**src/rtl/fp_pkg.sv**
```systemverilog
// rtl/fp_pkg.sv - shared single-precision constants, field structs and operand classes
package fp_pkg;

    localparam int unsigned FP_EXP_BIAS = 127;
    localparam logic [7:0]  FP_EXP_MAX  = 8'hFF;
    localparam logic [31:0] FP_QNAN     = 32'h7FC0_0000;

    typedef struct packed {
        logic        sign;
        logic [7:0]  exp;
        logic [22:0] frac;
    } fp32_t;

    typedef struct packed {
        logic invalid;
        logic overflow;
        logic underflow;
    } fp_flags_t;

    typedef enum logic [1:0] {
        FP_ZERO,
        FP_NORM,
        FP_INF,
        FP_NAN
    } fp_class_e;

endpackage

```
**src/rtl/fp_classify.sv**
```systemverilog
// rtl/fp_classify.sv - combinational single-precision operand classifier
//
// Ports:
//   value  in   32  IEEE-754 single-precision operand
//   cls    out   2  operand class (zero, normal, infinity, NaN)
//
// Denormals have a zero exponent field and are reported as FP_ZERO, so the
// downstream stage treats them as zero (denormals-are-zero).
module fp_classify
    import fp_pkg::*;
(
    input  logic [31:0] value,
    output fp_class_e   cls
);

    fp32_t v;

    assign v = value;

    always_comb begin
        cls = FP_NORM;
        if (v.exp == FP_EXP_MAX) begin
            if (v.frac != 23'd0) begin
                cls = FP_NAN;
            end else begin
                cls = FP_INF;
            end
        end else if (v.exp == 8'd0) begin
            cls = FP_ZERO;
        end
    end

endmodule

```
**src/rtl/fp_mul_post.sv**
```systemverilog
// rtl/fp_mul_post.sv - two-stage exception/range fix-up behind the fp multiplier
//
// Parameters:
//   TAG_W         width of the sideband tag
//   QNAN          canonical quiet NaN emitted for any NaN result
//
// Ports:
//   clk           clock
//   rst_n         asynchronous active-low reset
//   in_valid      op_a/op_b/raw_result/in_tag valid
//   in_ready      stage can accept this cycle
//   op_a, op_b    original multiplier operands
//   raw_result    combinational multiplier result for op_a*op_b
//   in_tag        sideband tag
//   out_valid     out_result/out_flags/out_tag valid
//   out_ready     downstream accepts
//   out_result    corrected (truncated) product
//   out_flags     {invalid, overflow, underflow}
//   out_tag       tag echoed from input
//
// Optional build macro FP_MUL_POST_STICKY_EN adds:
//   flag_clr      synchronous clear of sticky_flags (wins over a same-cycle set)
//   sticky_flags  OR of out_flags over every output handshake
module fp_mul_post
    import fp_pkg::*;
#(
    parameter int          TAG_W = 4,
    parameter logic [31:0] QNAN  = FP_QNAN
) (
    input  logic             clk,
    input  logic             rst_n,
    input  logic             in_valid,
    output logic             in_ready,
    input  logic [31:0]      op_a,
    input  logic [31:0]      op_b,
    input  logic [31:0]      raw_result,
    input  logic [TAG_W-1:0] in_tag,
    output logic             out_valid,
    input  logic             out_ready,
    output logic [31:0]      out_result,
    output logic [2:0]       out_flags,
`ifdef FP_MUL_POST_STICKY_EN
    input  logic             flag_clr,
    output logic [2:0]       sticky_flags,
`endif
    output logic [TAG_W-1:0] out_tag
);

    // ---------------------------------------------------------------
    // Handshake control
    // ---------------------------------------------------------------
    logic s1_valid_q, s1_valid_d;
    logic out_valid_q, out_valid_d;
    logic s2_adv;
    logic in_fire;

    assign s2_adv   = !out_valid_q || out_ready;
    assign in_ready = !s1_valid_q || s2_adv;
    assign in_fire  = in_valid && in_ready;

    // ---------------------------------------------------------------
    // S1: operand classification and true exponent recovery
    // ---------------------------------------------------------------
    fp32_t     a_f, b_f, raw_f;
    fp_class_e cls_a, cls_b;
    logic [9:0] esum;
    logic [9:0] etrue;
    logic       norm;
    logic       unused_raw_sign;

    assign a_f   = op_a;
    assign b_f   = op_b;
    assign raw_f = raw_result;

    // The product sign is always derived from the operands.
    assign unused_raw_sign = raw_f.sign;

    fp_classify u_cls_a (
        .value (op_a),
        .cls   (cls_a)
    );

    fp_classify u_cls_b (
        .value (op_b),
        .cls   (cls_b)
    );

    // Two's-complement 10-bit arithmetic; esum spans -125..381 for normal
    // operands. The multiplier only wraps the low 8 exponent bits, so a
    // mismatch against esum[7:0] means it applied the 1-bit normalising shift.
    always_comb begin
        esum  = {2'b00, a_f.exp} + {2'b00, b_f.exp} - 10'(FP_EXP_BIAS);
        norm  = (raw_f.exp != esum[7:0]);
        etrue = esum + {9'd0, norm};
    end

    logic             s1_sign_q, s1_sign_d;
    fp_class_e        s1_cls_a_q, s1_cls_a_d;
    fp_class_e        s1_cls_b_q, s1_cls_b_d;
    logic [9:0]       s1_etrue_q, s1_etrue_d;
    logic [22:0]      s1_frac_q, s1_frac_d;
    logic [TAG_W-1:0] s1_tag_q, s1_tag_d;

    always_comb begin
        s1_valid_d = s1_valid_q;
        s1_sign_d  = s1_sign_q;
        s1_cls_a_d = s1_cls_a_q;
        s1_cls_b_d = s1_cls_b_q;
        s1_etrue_d = s1_etrue_q;
        s1_frac_d  = s1_frac_q;
        s1_tag_d   = s1_tag_q;
        if (in_ready) begin
            s1_valid_d = in_valid;
        end
        if (in_fire) begin
            s1_sign_d  = a_f.sign ^ b_f.sign;
            s1_cls_a_d = cls_a;
            s1_cls_b_d = cls_b;
            s1_etrue_d = etrue;
            s1_frac_d  = raw_f.frac;
            s1_tag_d   = in_tag;
        end
    end

    // ---------------------------------------------------------------
    // S2: result selection in priority order
    // ---------------------------------------------------------------
    logic      nan_any, inf_any, zero_any;
    fp32_t     res;
    fp_flags_t flg;

    always_comb begin
        nan_any  = (s1_cls_a_q == FP_NAN)  || (s1_cls_b_q == FP_NAN);
        inf_any  = (s1_cls_a_q == FP_INF)  || (s1_cls_b_q == FP_INF);
        zero_any = (s1_cls_a_q == FP_ZERO) || (s1_cls_b_q == FP_ZERO);
        res      = '{sign: s1_sign_q, exp: s1_etrue_q[7:0], frac: s1_frac_q};
        flg      = '0;
        if (nan_any || (inf_any && zero_any)) begin
            res         = QNAN;
            flg.invalid = 1'b1;
        end else if (inf_any) begin
            res = '{sign: s1_sign_q, exp: FP_EXP_MAX, frac: 23'd0};
        end else if (zero_any) begin
            res = '{sign: s1_sign_q, exp: 8'd0, frac: 23'd0};
        end else if ($signed(s1_etrue_q) >= 10'sd255) begin
            res          = '{sign: s1_sign_q, exp: FP_EXP_MAX, frac: 23'd0};
            flg.overflow = 1'b1;
        end else if ($signed(s1_etrue_q) <= 10'sd0) begin
            // Flush to zero: no subnormal outputs are produced.
            res           = '{sign: s1_sign_q, exp: 8'd0, frac: 23'd0};
            flg.underflow = 1'b1;
        end
    end

    logic [31:0]      out_result_q, out_result_d;
    fp_flags_t        out_flags_q, out_flags_d;
    logic [TAG_W-1:0] out_tag_q, out_tag_d;

    always_comb begin
        out_valid_d  = out_valid_q;
        out_result_d = out_result_q;
        out_flags_d  = out_flags_q;
        out_tag_d    = out_tag_q;
        if (s2_adv) begin
            out_valid_d = s1_valid_q;
        end
        // Payload only moves on a real transfer so it holds while stalled.
        if (s2_adv && s1_valid_q) begin
            out_result_d = res;
            out_flags_d  = flg;
            out_tag_d    = s1_tag_q;
        end
    end

    always_ff @(posedge clk or negedge rst_n) begin
        if (!rst_n) begin
            s1_valid_q   <= 1'b0;
            s1_sign_q    <= 1'b0;
            s1_cls_a_q   <= FP_ZERO;
            s1_cls_b_q   <= FP_ZERO;
            s1_etrue_q   <= 10'd0;
            s1_frac_q    <= 23'd0;
            s1_tag_q     <= '0;
            out_valid_q  <= 1'b0;
            out_result_q <= 32'd0;
            out_flags_q  <= '0;
            out_tag_q    <= '0;
        end else begin
            s1_valid_q   <= s1_valid_d;
            s1_sign_q    <= s1_sign_d;
            s1_cls_a_q   <= s1_cls_a_d;
            s1_cls_b_q   <= s1_cls_b_d;
            s1_etrue_q   <= s1_etrue_d;
            s1_frac_q    <= s1_frac_d;
            s1_tag_q     <= s1_tag_d;
            out_valid_q  <= out_valid_d;
            out_result_q <= out_result_d;
            out_flags_q  <= out_flags_d;
            out_tag_q    <= out_tag_d;
        end
    end

    assign out_valid  = out_valid_q;
    assign out_result = out_result_q;
    assign out_flags  = out_flags_q;
    assign out_tag    = out_tag_q;

`ifdef FP_MUL_POST_STICKY_EN
    // ---------------------------------------------------------------
    // Sticky exception accumulator
    // ---------------------------------------------------------------
    logic [2:0] sticky_q, sticky_d;

    always_comb begin
        sticky_d = sticky_q;
        if (flag_clr) begin
            sticky_d = 3'b000;
        end else if (out_valid_q && out_ready) begin
            sticky_d = sticky_q | out_flags_q;
        end
    end

    always_ff @(posedge clk or negedge rst_n) begin
        if (!rst_n) begin
            sticky_q <= 3'b000;
        end else begin
            sticky_q <= sticky_d;
        end
    end

    assign sticky_flags = sticky_q;
`endif

endmodule

```
**config.mk**
```make
export PLATFORM = sky130hd
export DESIGN_NAME = fp_mul_post
export DESIGN_NICKNAME = d
export VERILOG_FILES = /design/src/rtl/fp_pkg.sv /design/src/rtl/fp_classify.sv /design/src/rtl/fp_mul_post.sv
export SDC_FILE = /design/constraint.sdc
export NUM_CORES = 1
export LEC_CHECK = 0
export CORE_MARGIN = 1.5
export CORE_UTILIZATION = 48
export CTS_CLUSTER_DIAMETER = 100
export DETAILED_ROUTE_END_ITERATION = 8
export GPL_ROUTABILITY_DRIVEN = 0
export PLACE_DENSITY = 0.85
export SETUP_SLACK_MARGIN = 0.02
export SYNTH_ARGS = -nofsm -noshare
export SYNTH_HDL_FRONTEND = slang
export SYNTH_SLANG_ARGS = --single-unit
```
**constraint.sdc**
```tcl
create_clock -name clk -period 3.6 [get_ports clk]
set_input_delay 0.72 -clock clk [delete_from_list [all_inputs] [get_ports clk]]
set_output_delay 0.72 -clock clk [all_outputs]
set_load 0.01 [all_outputs]
```
==> impl_metrics.sql <==
INSERT INTO impl_metrics (metric_group, metric, value, unit) VALUES
('outcome', 'status', 'complete, no violations', ''),
('critical_path', 'cp.arrival', '3690', 'ps'),
('routing', 'drt_drc_violations_left', '0', ''),
('clocking', 'cts-hold-fix-buffers', '0', ''),
('yosys', 'synthDistinctLibCells', '40', ''),
('finish', 'fin_nets', '666', ''),
('global_route', 'vias_in_the_first_global_route', '3650', ''),
('pwr', 'power-per-cell-area', '447', 'nW/um^2'),
('critical_path', 'beginning_of_the_worst_register_to_register_path', 'out_valid', ''),
('yosys', 'syn_area_per_cell', '11.4', 'um^2'),
('finish', 'final_layout_size_suffix_gt1_share', '26.0', '%'),
('routing', 'route.detailed.wl_per_inst', '16.2', 'um'),
('critical_path', 'worstSetupStartpointType', 'input port', ''),
('sta', 'slew_headroom', '34.0', '%'),
('floorplanning', 'row_count', '33', ''),
('finish', 'nFillCells', '509', ''),
('min_path', 'min_from', 'out_flags[2]', ''),
('min_path', 'min_path_type', 'reg2reg', ''),
('clocking', 'htree_num_levels', '3', ''),
('sta', 'tightestPinTransition', '990', 'ps'),
('yosys', 'synth-warning-count', '0', ''),
('yosys', 'synth.net_count', '473', ''),
('global_route', 'grt.met1_usage', '26.6', '%'),
('clocking', 'clk_pin_slew', '80', 'ps'),
('critical_path', 'critPathKind', 'in2reg', ''),
('global_route', 'grt_use_total', '23.1', '%'),
('floorplanning', 'design.core.area', '8130', 'um^2'),
('critical_path', 'worstSetupStartpoint', 'op_a[27]', ''),
('global_route', 'grt.busiest_layer', 'met2', ''),
('critical_path', 'crit_path_max_fanout', '4', ''),
('routing', 'final_antenna_net_count', '0', ''),
('global_route', 'globalRouteMet3Util', '4.61', '%'),
('clocking', 'cts_tree', 'done', ''),
('clocking', 'clk-insertion-delay-late', '350', 'ps'),
('yosys', 'synthArstFlopShare', '100', '%'),
('sta', 'min_period_over_period', '96.0', '%'),
('pwr', 'p_leak', '2.77', 'nW'),
('sta', 'fmaxAchievable', '289', 'MHz'),
('routing', 'detail_route.iter0.violations', '148', ''),
('clocking', 'maximum_clock_insertion_buffer_count', '2', ''),
('sta', 'final.min_clock_period', '3460', 'ps'),
('placement', 'detailedPlacementHpwl', '7.62', 'mm'),
('critical_path', 'timing.critical_path.to_type', 'flop', ''),
('yosys', 'synth_edf_count', '0', ''),
('finish', 'final_design_area_excluding_fillers', '6310', 'um^2'),
('sta', 'totalNegativeSetupSlack', '0', 'ps'),
('floorplanning', 'floorplan.die_area', '8880', 'um^2'),
('routing', 'postRouteWirelength', '10.6', 'mm'),
('clocking', 'cts-buffers-inserted', '9', ''),
('yosys', 'syn-instance-count', '351', ''),
('clocking', 'cts.sinks', '83', ''),
('routing', 'detail_route.first_pass.iterations', '4', ''),
('finish', 'layoutNonFillerInstCount', '654', ''),
('yosys', 'syn-cell-area', '4000', 'um^2'),
('critical_path', 'timing.critical_path.required', '3830', 'ps'),
('floorplanning', 'die_width', '94.2', 'um'),
('placement', 'portBuffers', '143', ''),
('sta', 'timing_hold_violations_final', '0', ''),
('global_route', 'grt_antenna_before_repair', '0', ''),
('job', 'cap_viol_max_count', '0', ''),
('routing', 'vias', '3570', ''),
('placement', 'dpl-instance-area', '5840', 'um^2'),
('yosys', 'synth.yosys.seq_area_share', '52.0', '%'),
('sta', 'fin_skew', '13.7', 'ps'),
('global_route', 'grt_max_degree', '84', ''),
('pwr', 'peakVddDrop', '0.000223', 'V'),
('floorplanning', 'floorplan.initialDensity', '49.1', '%'),
('yosys', 'synth.ff_latch_count', '83', ''),
('finish', 'area_delta_synth_final', '58.0', '%'),
('clocking', 'clk_root_buffer_cell', 'sky130_fd_sc_hd__clkbuf_8', ''),
('sta', 'report.final.setup_viol', '0', ''),
('sta', 'timing.final.max_slew_violations', '0', ''),
('finish', 'final_util', '77.6', '%'),
('routing', 'detail_route.vias_per_cell', '5.46', ''),
('global_route', 'first_pass_grt_wire_length', '15.9', 'mm'),
('placement', 'preCtsSetupSlack', '-619', 'ps'),
('yosys', 'synthFlopType', 'sky130_fd_sc_hd__dfrtp_1', ''),
('floorplanning', 'ios', '145', ''),
('sta', 'final.setup.worst_slack', '144', 'ps'),
('global_route', 'grtUsageMet2', '42.3', '%'),
('global_route', 'grt_remaining_overflow', '0', ''),
('floorplanning', 'chipHeight', '94.2', 'um'),
('placement', 'place_inst', '626', ''),
('finish', 'n_antenna_cell', '0', '');
==> where the power goes <==
part           leakage, nW  internal, W  switching [W]
logic                 1.63     0.000553       0.000383
registers             1.04      0.00109       0.000109
clock network       0.0995     0.000345       0.000340
==> cell type report <==
cell class / instances / area, um^2 / area share (%)
flip-flops and latches: 83 / 2080 / 32.9
multi-input cells: 244 / 2030 / 32.2
repair buffers: 195 / 1820 / 28.9
clock buffers: 10 / 138 / 2.18
well taps: 105 / 131 / 2.08
clock inverters: 6 / 71.3 / 1.13
inverters: 11 / 41.3 / 0.654
==> per-layer routing <==
metal / part of all wire [%] / vias up / wire [um]
met5: 0 / - / 0
met4: 1.9 / 0 / 196
met3: 5.5 / 18 / 577
met2: 53 / 138 / 5580
met1: 40 / 1741 / 4220
li1: - / 1673 / -
==> critical path: stages <==
cell                              delay, ps
sky130_fd_sc_hd__clkdlybuf4s50_1        570
sky130_fd_sc_hd__ha_4                   240
sky130_fd_sc_hd__ha_4                   170
sky130_fd_sc_hd__nor2_2                 160
sky130_fd_sc_hd__buf_4                  150
sky130_fd_sc_hd__a21oi_4                 50
sky130_fd_sc_hd__xor2_2                 180
sky130_fd_sc_hd__xor2_1                 150
sky130_fd_sc_hd__nor3_2                 150
sky130_fd_sc_hd__nand3_1                 90
sky130_fd_sc_hd__ha_2                   210
sky130_fd_sc_hd__ha_4                   170
sky130_fd_sc_hd__nor3b_4                150
sky130_fd_sc_hd__and4_1                 190
sky130_fd_sc_hd__a211oi_2               240
sky130_fd_sc_hd__o31ai_2                 80
==> placed cells by master, fill, tap and decap left out, types with 2 or more instances in the layout <==
cell type | synthesis | layout
sky130_fd_sc_hd__nand2_2 | 0 | 2
sky130_fd_sc_hd__clkbuf_2 | 0 | 4
sky130_fd_sc_hd__nand3b_1 | 3 | 3
sky130_fd_sc_hd__o31ai_1 | 5 | 4
sky130_fd_sc_hd__o21ai_0 | 22 | 20
sky130_fd_sc_hd__clkinvlp_4 | 0 | 2
sky130_fd_sc_hd__xor2_1 | 10 | 9
sky130_fd_sc_hd__mux2_2 | 34 | 34
sky130_fd_sc_hd__a21oi_4 | 0 | 2
sky130_fd_sc_hd__ha_1 | 17 | 7
sky130_fd_sc_hd__nand4_1 | 10 | 10
sky130_fd_sc_hd__a211oi_1 | 3 | 2
sky130_fd_sc_hd__xnor2_1 | 8 | 7
sky130_fd_sc_hd__clkbuf_8 | 0 | 10
sky130_fd_sc_hd__nand2b_1 | 4 | 3
sky130_fd_sc_hd__inv_6 | 0 | 2
sky130_fd_sc_hd__ha_4 | 0 | 8
sky130_fd_sc_hd__a22o_1 | 22 | 22
sky130_fd_sc_hd__nor4_1 | 17 | 17
sky130_fd_sc_hd__dlymetal6s2s_1 | 0 | 5
sky130_fd_sc_hd__ha_2 | 0 | 2
sky130_fd_sc_hd__inv_1 | 11 | 10
sky130_fd_sc_hd__buf_4 | 0 | 52
sky130_fd_sc_hd__dfrtp_1 | 83 | 83
sky130_fd_sc_hd__nand3_1 | 5 | 4
sky130_fd_sc_hd__a21o_1 | 3 | 3
sky130_fd_sc_hd__clkdlybuf4s50_1 | 0 | 132
sky130_fd_sc_hd__nor2_1 | 12 | 10
sky130_fd_sc_hd__a21oi_1 | 12 | 9
sky130_fd_sc_hd__nor2_2 | 0 | 2
sky130_fd_sc_hd__a21oi_2 | 1 | 2
sky130_fd_sc_hd__xor2_2 | 2 | 3
sky130_fd_sc_hd__o31ai_2 | 1 | 2
sky130_fd_sc_hd__nor3_1 | 4 | 3
sky130_fd_sc_hd__nand2_1 | 33 | 31
==> per-stage QoR <==
| step | hold slack (ps) | total power [W] |
|---|---|---|
| 6_report | 486 | 0.00282 |
| 5_1_grt | 510 | 0.00297 |
| 4_1_cts | 490 | 0.00278 |
| 3_5_place_dp | 469 | 0.00206 |
| 3_3_place_gp | 462 | 0.00202 |
| 2_1_floorplan | 424 | 0.00159 |
==> final timing paths <==
path | slack, ps | endpoint | cells past startpoint
worst max-delay path | 140 | s1_etrue_q[8] | 16
max in group asynchronous | 2430 | out_tag[0] | 1
worst min register to register | 490 | out_flags[2] | 2
worst min-delay path | 490 | out_flags[2] | 2
min in group asynchronous | 530 | out_result[0] | 1
worst max register to register | 1630 | out_result[17] | 6
==> state kept, by name, indices dropped and copies added (netlist names) <==
name / count
s1_frac_q: 23
out_result: 32
out_valid: 1
s1_sign_q: 1
s1_tag_q: 4
s1_etrue_q: 10
s1_cls_a_q: 2
out_flags: 3
s1_valid_q: 1
s1_cls_b_q: 2
out_tag: 4
==> cells in the mapped netlist (2+ instances only) <==
master | n | area (um^2)
sky130_fd_sc_hd__a211oi_1 | 3 | 22.5
sky130_fd_sc_hd__a21o_1 | 3 | 22.5
sky130_fd_sc_hd__a21oi_1 | 12 | 60.1
sky130_fd_sc_hd__a22o_1 | 22 | 193
sky130_fd_sc_hd__and2_1 | 2 | 12.5
sky130_fd_sc_hd__buf_2 | 7 | 35.0
sky130_fd_sc_hd__clkbuf_1 | 5 | 18.8
sky130_fd_sc_hd__dfrtp_1 | 83 | 2080
sky130_fd_sc_hd__ha_1 | 17 | 213
sky130_fd_sc_hd__inv_1 | 11 | 41.3
sky130_fd_sc_hd__mux2_2 | 34 | 383
sky130_fd_sc_hd__nand2_1 | 33 | 124
sky130_fd_sc_hd__nand2b_1 | 4 | 25.0
sky130_fd_sc_hd__nand3_1 | 5 | 25.0
sky130_fd_sc_hd__nand3b_1 | 3 | 22.5
sky130_fd_sc_hd__nand4_1 | 10 | 62.6
sky130_fd_sc_hd__nor2_1 | 12 | 45.0
sky130_fd_sc_hd__nor3_1 | 4 | 20.0
sky130_fd_sc_hd__nor3b_1 | 2 | 15.0
sky130_fd_sc_hd__nor4_1 | 17 | 106
sky130_fd_sc_hd__o21ai_0 | 22 | 110
sky130_fd_sc_hd__o31ai_1 | 5 | 37.5
sky130_fd_sc_hd__xnor2_1 | 8 | 70.1
sky130_fd_sc_hd__xor2_1 | 10 | 87.6
sky130_fd_sc_hd__xor2_2 | 2 | 32.5
==> cell families (layout without fill, tap and decap cells) <==
family / Yosys count / count (layout) / share of synthesized area, %
simple gates: 98 / 98 / 12.7
flops: 83 / 83 / 52.0
compound gates: 74 / 74 / 12.7
mux: 34 / 34 / 9.58
buf+inv: 24 / 222 / 2.47
xor+xnor: 20 / 20 / 4.76
fa+ha+maj: 18 / 18 / 5.82
==> what timing repair did <==
| action | CTS | global route |
|---|---|---|
| setup endpoints to repair | 5 | 5 |
| pin swaps | 15 | 25 |
| gates resized for setup | 12 | 36 |
| buffers inserted | 11 | 1 |
No activity file was read; power rests on OpenSTA's default activity.
